`config.mk`:
```
export PLATFORM = sky130hd
export DESIGN_NAME = slot_spin_ctrl
export DESIGN_NICKNAME = d
export VERILOG_FILES = /design/src/rtl/slot_pkg.sv /design/src/rtl/slot_spin_ctrl_spin_timer.sv /design/src/rtl/slot_spin_ctrl.sv
export SDC_FILE = /design/constraint.sdc
export NUM_CORES = 1
export LEC_CHECK = 0
export ABC_AREA = 1
export BUFFER_PORTS_ARGS = -buffer_cell sky130_fd_sc_hd__buf_4
export CELL_PAD_IN_SITES_DETAIL_PLACEMENT = 1
export CELL_PAD_IN_SITES_GLOBAL_PLACEMENT = 1
export CORE_MARGIN = 5
export CORE_UTILIZATION = 44
export DETAILED_ROUTE_END_ITERATION = 8
export GPL_ROUTABILITY_DRIVEN = 0
export PLACE_DENSITY_LB_ADDON = 0.1
export SETUP_SLACK_MARGIN = 0.4
export SLEW_MARGIN = 20
export SYNTH_ARGS = -nofsm -noshare
export SYNTH_HDL_FRONTEND = slang
export SYNTH_HIERARCHICAL = 1
export SYNTH_SLANG_ARGS = --single-unit
export TNS_END_PERCENT = 5
```
`constraint.sdc`:
```
create_clock -name clk -period 4.1 [get_ports clk]
set_input_delay 0.205 -clock clk [delete_from_list [all_inputs] [get_ports clk]]
set_output_delay 0.205 -clock clk [all_outputs]
set_load 0.02 [all_outputs]
```
`src/rtl/slot_pkg.sv`:
```
// Shared types and constants for the slot-machine spin controller.
// Bet decode lives here so the priority order is defined once.
package slot_pkg;

    localparam int BAL_W_DEF = 27;
    localparam int BET_W     = 7;

    localparam logic [BET_W-1:0] BET1   = 7'd1;
    localparam logic [BET_W-1:0] BET10  = 7'd10;
    localparam logic [BET_W-1:0] BET50  = 7'd50;
    localparam logic [BET_W-1:0] BET100 = 7'd100;

    typedef enum logic [1:0] {
        ST_IDLE   = 2'd0,
        ST_SPIN   = 2'd1,
        ST_EVAL   = 2'd2,
        ST_PAYOUT = 2'd3
    } state_t;

    // Lowest denomination wins when several switches are up.
    function automatic logic [BET_W-1:0] bet_decode(input logic b1, input logic b10,
                                                   input logic b50, input logic b100);
        logic [BET_W-1:0] v;
        v = '0;
        if (b1)        v = BET1;
        else if (b10)  v = BET10;
        else if (b50)  v = BET50;
        else if (b100) v = BET100;
        return v;
    endfunction

endpackage

```
`src/rtl/slot_spin_ctrl_spin_timer.sv`:
```
// Loadable down-counter that times the reel-run window.
// Load wins over enable; the count parks at zero.
module spin_timer #(
    parameter int W = 4
) (
    input  logic         clk,
    input  logic         rst,
    input  logic         load,
    input  logic [W-1:0] load_val,
    input  logic         en,
    output logic         zero
);

    logic [W-1:0] count;

    always_ff @(posedge clk or negedge rst) begin
        if (!rst) begin
            count <= '0;
        end else if (load) begin
            count <= load_val;
        end else if (en && (count != '0)) begin
            count <= count - 1'b1;
        end
    end

    assign zero = (count == '0);

endmodule

```
`src/rtl/slot_spin_ctrl.sv`:
```
// Spin sequencer: debit the wager, run the reels, evaluate the digits, credit a jackpot.
// state     | meaning
// ST_IDLE   | waiting for a spin edge, balance checked against the selected bet
// ST_SPIN   | reels running for SPIN_CYCLES cycles on the latched bet
// ST_EVAL   | reels frozen, digits compared, payout computed
// ST_PAYOUT | payout credited (saturating), win pulse, last_payout updated
module slot_spin_ctrl
    import slot_pkg::*;
#(
    parameter int INIT_BALANCE = 100,
    parameter int SPIN_CYCLES  = 16,
    parameter int JACKPOT_MULT = 10,
    parameter int BAL_W        = BAL_W_DEF
) (
    input  logic             clk,
    input  logic             rst,
    input  logic             b1,
    input  logic             b10,
    input  logic             b50,
    input  logic             b100,
    input  logic             spin,
    input  logic [3:0]       reel1,
    input  logic [3:0]       reel2,
    input  logic [3:0]       reel3,
    input  logic [3:0]       reel4,
    output logic             reel_run,
    output logic [BAL_W-1:0] balance,
    output logic             busy,
    output logic             win,
    output logic             reject,
    output logic [BAL_W-1:0] last_payout
);

    localparam int PW    = BAL_W + 4;
    localparam int SW    = PW + 1;
    localparam int CNT_W = (SPIN_CYCLES > 1) ? $clog2(SPIN_CYCLES) : 1;
    localparam logic [CNT_W-1:0] SPIN_LOAD = CNT_W'(SPIN_CYCLES - 1);
    localparam logic [BAL_W-1:0] BAL_MAX   = '1;

    state_t           state, state_nxt;
    logic             spin_prev;
    logic             req;
    logic [BET_W-1:0] bet;
    logic [BET_W-1:0] bet_q;
    logic [BAL_W-1:0] bet_ext;
    logic             accept;
    logic             refuse;
    logic             match;
    logic             tmr_zero;
    logic [PW-1:0]    product;
    logic [PW-1:0]    pay_q;
    logic [SW-1:0]    sum_full;

    assign bet     = bet_decode(b1, b10, b50, b100);
    assign bet_ext = BAL_W'(bet);
    assign req     = spin && !spin_prev;
    assign refuse  = (state == ST_IDLE) && req && (bet != '0) && (bet_ext > balance);
    assign accept  = (state == ST_IDLE) && req && (bet != '0) && (bet_ext <= balance);
    assign match   = (reel1 == reel2) && (reel2 == reel3) && (reel3 == reel4);

    // Product widened before saturation so large multipliers cannot wrap.
    assign product  = PW'(bet_q) * PW'(JACKPOT_MULT);
    assign sum_full = SW'(balance) + SW'(pay_q);

    spin_timer #(.W(CNT_W)) u_timer (
        .clk      (clk),
        .rst      (rst),
        .load     (accept),
        .load_val (SPIN_LOAD),
        .en       (state == ST_SPIN),
        .zero     (tmr_zero)
    );

    always_ff @(posedge clk or negedge rst) begin
        if (!rst) begin
            state <= ST_IDLE;
        end else begin
            state <= state_nxt;
        end
    end

    always_comb begin
        state_nxt = state;
        unique case (state)
            ST_IDLE:   if (accept)   state_nxt = ST_SPIN;
            ST_SPIN:   if (tmr_zero) state_nxt = ST_EVAL;
            ST_EVAL:   state_nxt = ST_PAYOUT;
            ST_PAYOUT: state_nxt = ST_IDLE;
            default:   state_nxt = ST_IDLE;
        endcase
    end

    always_comb begin
        reel_run = (state == ST_SPIN);
        busy     = (state != ST_IDLE);
        win      = (state == ST_PAYOUT) && (pay_q != '0);
        reject   = refuse;
    end

    always_ff @(posedge clk or negedge rst) begin
        if (!rst) begin
            spin_prev   <= 1'b0;
            balance     <= BAL_W'(INIT_BALANCE);
            bet_q       <= '0;
            pay_q       <= '0;
            last_payout <= '0;
        end else begin
            spin_prev <= spin;
            case (state)
                ST_IDLE: begin
                    if (accept) begin
                        balance <= balance - bet_ext;
                        bet_q   <= bet;
                    end
                end
                ST_EVAL: begin
                    pay_q <= match ? product : '0;
                end
                ST_PAYOUT: begin
                    balance     <= (sum_full > SW'(BAL_MAX)) ? BAL_MAX : sum_full[BAL_W-1:0];
                    last_payout <= (pay_q > PW'(BAL_MAX)) ? BAL_MAX : pay_q[BAL_W-1:0];
                end
                default: ;
            endcase
        end
    end

endmodule

```
==> reports/summary.txt <==
MIN PATH
----------------------------------------------------------------------------------
Type of the worst min-delay path                                          in2async

WORST SETUP PATH
----------------------------------------------------------------------------------
Required time of the critical path                                         4.37 ns
End of the worst register-to-register path                            balance[25]$_DFFE_PN0P_
Kind of end point of the critical path                                        flop
Most repeated library cell on the critical path                            nand2_1
Worst setup path category                                                  reg2reg
Launch instance of the worst register-to-register path                balance[5]$_DFFE_PN1P_
CP max stage cell                                                          dfstp_2
Kind of start point of the critical path                                      flop
Series of cell instances along the critical path                      ha_1 > nand2_2 > inv_1 > a21oi_1 > nand2_1 > nor2_4 > nand3_2 > nand2_4 > nand2_8 > inv_4 > nand2_1 > o21ai_1
Maximum cell stage delay along the critical path                           0.59 ns
Depth of the worst register-to-register path                                    12
Arrival time of the worst setup path                                       2.95 ns
Setup slack on the worst flop-to-flop path                                 1.42 ns
Largest driver fanout on the critical path                                      42

STA
----------------------------------------------------------------------------------
Share of the cycle needed by the critical path after routing                 0.653
Total of endpoints with negative setup slack in the final report                 0
Pin slew with the least headroom to its limit                             0.853 ns
Worst Clk Skew                                                          0.00554 ns
Worst Hold Margin                                                       -0.0385 ns
Final-layout setup total negative slack                                       0 ns
Post-layout min period                                                     2.68 ns
Setup repair after global routing missed its margin                          false
Worst slew margin                                                            0.432
Number of max-slew violations in the final report                                0
Timing-limited maximum frequency                                           374 MHz
Number of hold violations in the final report                                   57

CLOCK TREE
----------------------------------------------------------------------------------
Root buffer cell                                                         clkbuf_16
Clk Latency, worst-skew pair                                               0.35 ns
H-tree levels                                                                    3
Clock tree buffer depth                                                          2
Number of buffers added for setup after CTS                                      0
Total of hold buffers inserted after clock tree synthesis                        1
Resized Gates After CTS                                                          0
Number of clock sinks                                                           60
Clock transition at the registers of the reported paths                    0.06 ns
Clock tree from TritonCTS                                                      yes
TritonCTS Buffers                                                                9

ROUTING
----------------------------------------------------------------------------------
DR iter-0 viols                                                                416
Number of iterations in the first detailed-routing pass                          5
Via count                                                                    5,955
Routed wire length                                                         19.9 mm
Final routed wire length divided by cell count                             18.1 um
Avg Vias per Cell                                                             5.42
Routed Antenna Nets                                                              0
Post-route DRC                                                                   0

POWER AND IR DROP
----------------------------------------------------------------------------------
Power Dens Cells                                                        724 nW/um2
Lkg Pwr                                                                    3.45 nW
VDD IR max                                                                0.346 mV

GLOBAL ROUTE
----------------------------------------------------------------------------------
All-layer global routing usage                                               0.275
Wire length of the first global-routing pass                               32.0 mm
Grt ovf                                                                          0
Number of global-route vias before repair                                    6,179
Largest net degree at the start of global routing                               61
Antenna violations before repair                                                 0

SYNTH
----------------------------------------------------------------------------------
Cell count after synthesis                                                     860
Fraction of post-synthesis cell area in the top cell type by area            0.256
Part of the Yosys area used for sequential elements                          0.271
Number of library cell types mapped by synthesis                                50
Number of synthesized register bits                                             60
Post-synthesis instance area                                              5560 um2
Syn Area/Cell                                                             6.47 um2
Async S/R FF share, synth                                                     1.00
Ranking of synthesized cells by area                                  dfrtp_1 (26%), nand2_1 (20%), nand3_1 (7.6%)
EDFF count, synth                                                                0
Number of warning messages in the yosys log                                      6
Commonest register cell after synthesis                                    dfrtp_1
Synth area leader                                                          dfrtp_1

RUN STATUS
----------------------------------------------------------------------------------
Violated checks                                                        hold timing
Outcome                                                               finished, violations left

LAYOUT
----------------------------------------------------------------------------------
Number of nets in the final layout                                             979
Final cell count without fillers                                             1,099
Share of final-layout standard cells stronger than drive strength 1          0.139
Number of antenna diodes                                                         0
Area growth from synthesis to layout                                         14.9%
Fill cells                                                                   1,781

RUN
----------------------------------------------------------------------------------
Max-cap violation count                                                          0

FLOORPLANNING
----------------------------------------------------------------------------------
Number of top-level pins                                                        81
Area enclosed by the die boundary                                       15,000 um2
Total core area                                                         12,500 um2
Number of rows created at floorplan                                             41
Chip Width                                                                  122 um
Effective utilization at floorplan                                           0.444
Vert. Die Dim                                                               122 um

PLACEMENT
----------------------------------------------------------------------------------
Detail Placement HPWL                                                      15.6 mm
Cell count after placement                                                   1,082
IO Port Bufs                                                                    63

[routing by layer]
layer,global-route usage,routed length [um]
met5,0,0
met4,0.0910,388
met3,0.0364,1040
met2,0.441,9120
met1,0.383,9380
[worst max-delay path, delay by kind of cell (launching register included)]
| kind | cells | cell delay (ns) |
|---|---|---|
| AO/OA/AOI/OAI | 2 | 0.28 |
| flip-flops | 1 | 0.59 |
| buffers and inverters | 2 | 0.33 |
| adder cells (fa/ha/maj) | 1 | 0.32 |
| AND/OR/NAND/NOR | 7 | 1.05 |
[cell usage in the layout (no fill, tap or decap), drive strengths merged, types with 3 or more instances in the layout]
cell,instances
nand3b,5
or2,5
dfrtp,57
nor4,5
nand4,18
nor3,8
nand2,306
o21ai,49
xor2,3
o211ai,3
clkbuf,9
clkinv,4
fa,3
nor2,81
inv,109
xnor2,4
dfstp,3
buf,65
a21oi,29
nand3,93
conb,21
ha,31
clkinvlp,3
[cell families (layout without fill, tap and decap cells)]
family	after synthesis	in the layout	share of synthesized area
buf+inv	144	192	0.121
xor+xnor	7	7	0.0110
simple gates	525	525	0.432
fa+ha+maj	34	34	0.0805
other cells	2	21	0.00135
flops	60	60	0.271
compound gates	88	88	0.0839
[worst max path at each step]
| stage | startpoint | depth (start not counted) | end |
|---|---|---|---|
| finish | balance[5]$_DFFE_PN1P_ | 12 | balance[25]$_DFFE_PN0P_ |
| global route | balance[5]$_DFFE_PN1P_ | 12 | balance[25]$_DFFE_PN0P_ |
| CTS | balance[5]$_DFFE_PN1P_ | 12 | balance[25]$_DFFE_PN0P_ |
| detailed placement | b1 | 15 | balance[24]$_DFFE_PN0P_ |
| global placement | b1 | 15 | balance[25]$_DFFE_PN0P_ |
| floorplan | balance[6]$_DFFE_PN1P_ | 15 | u_timer/count[3]$_DFFE_PN0P_ |
[layout make-up]
class                      count  area, um2  area share
inverter                     110        415      0.0650
sequential                    60       1510       0.236
timing repair buffer          66        498      0.0779
clock inverter                 7       75.1      0.0117
tap                          172        215      0.0337
multi-input combinational    675       3460       0.541
clock buffer                   9        225      0.0352
[synth_stat cells (5+ instances only)]
| library cell | number |
|---|---|
| a21oi_1 | 29 |
| buf_4 | 17 |
| buf_6 | 7 |
| clkbuf_1 | 5 |
| dfrtp_1 | 57 |
| ha_1 | 31 |
| inv_1 | 98 |
| inv_2 | 8 |
| nand2_1 | 294 |
| nand2_2 | 7 |
| nand3_1 | 84 |
| nand3_2 | 9 |
| nand3b_1 | 5 |
| nand4_1 | 17 |
| nor2_1 | 72 |
| nor2_2 | 6 |
| nor3_1 | 8 |
| o21ai_0 | 43 |
| o21ai_1 | 6 |
[metrics by stage]
stage | hold slack [ns] | cell area, um2 | worst slack [ns] | util | power [mW]
6_report | -0.0385 | 6390 | 1.42 | 0.510 | 4.63
5_1_grt | 0.0335 | 6390 | 1.22 | 0.510 | 4.96
4_1_cts | 0.00155 | 6390 | 1.45 | 0.510 | 4.60
3_5_place_dp | 0.330 | 6080 | 1.20 | 0.486 | 3.79
3_3_place_gp | 0.325 | 6080 | 1.35 | 0.486 | 3.67
2_1_floorplan | -0.0906 | 5630 | 1.77 | - | 2.96
[sequential cells by signal, summed over array words and instances (netlist names)]
signal         cells
balance           27
bet_q              6
last_payout       10
pay_q             10
spin_prev          1
state              2
u_timer/count      4
[report_power, final]
part	switching (mW)	total (mW)	internal, mW
clock network	0.321	0.794	0.473
logic	1.84	2.72	0.877
registers	0.334	1.11	0.780
(Power assumes the default switching activity.)
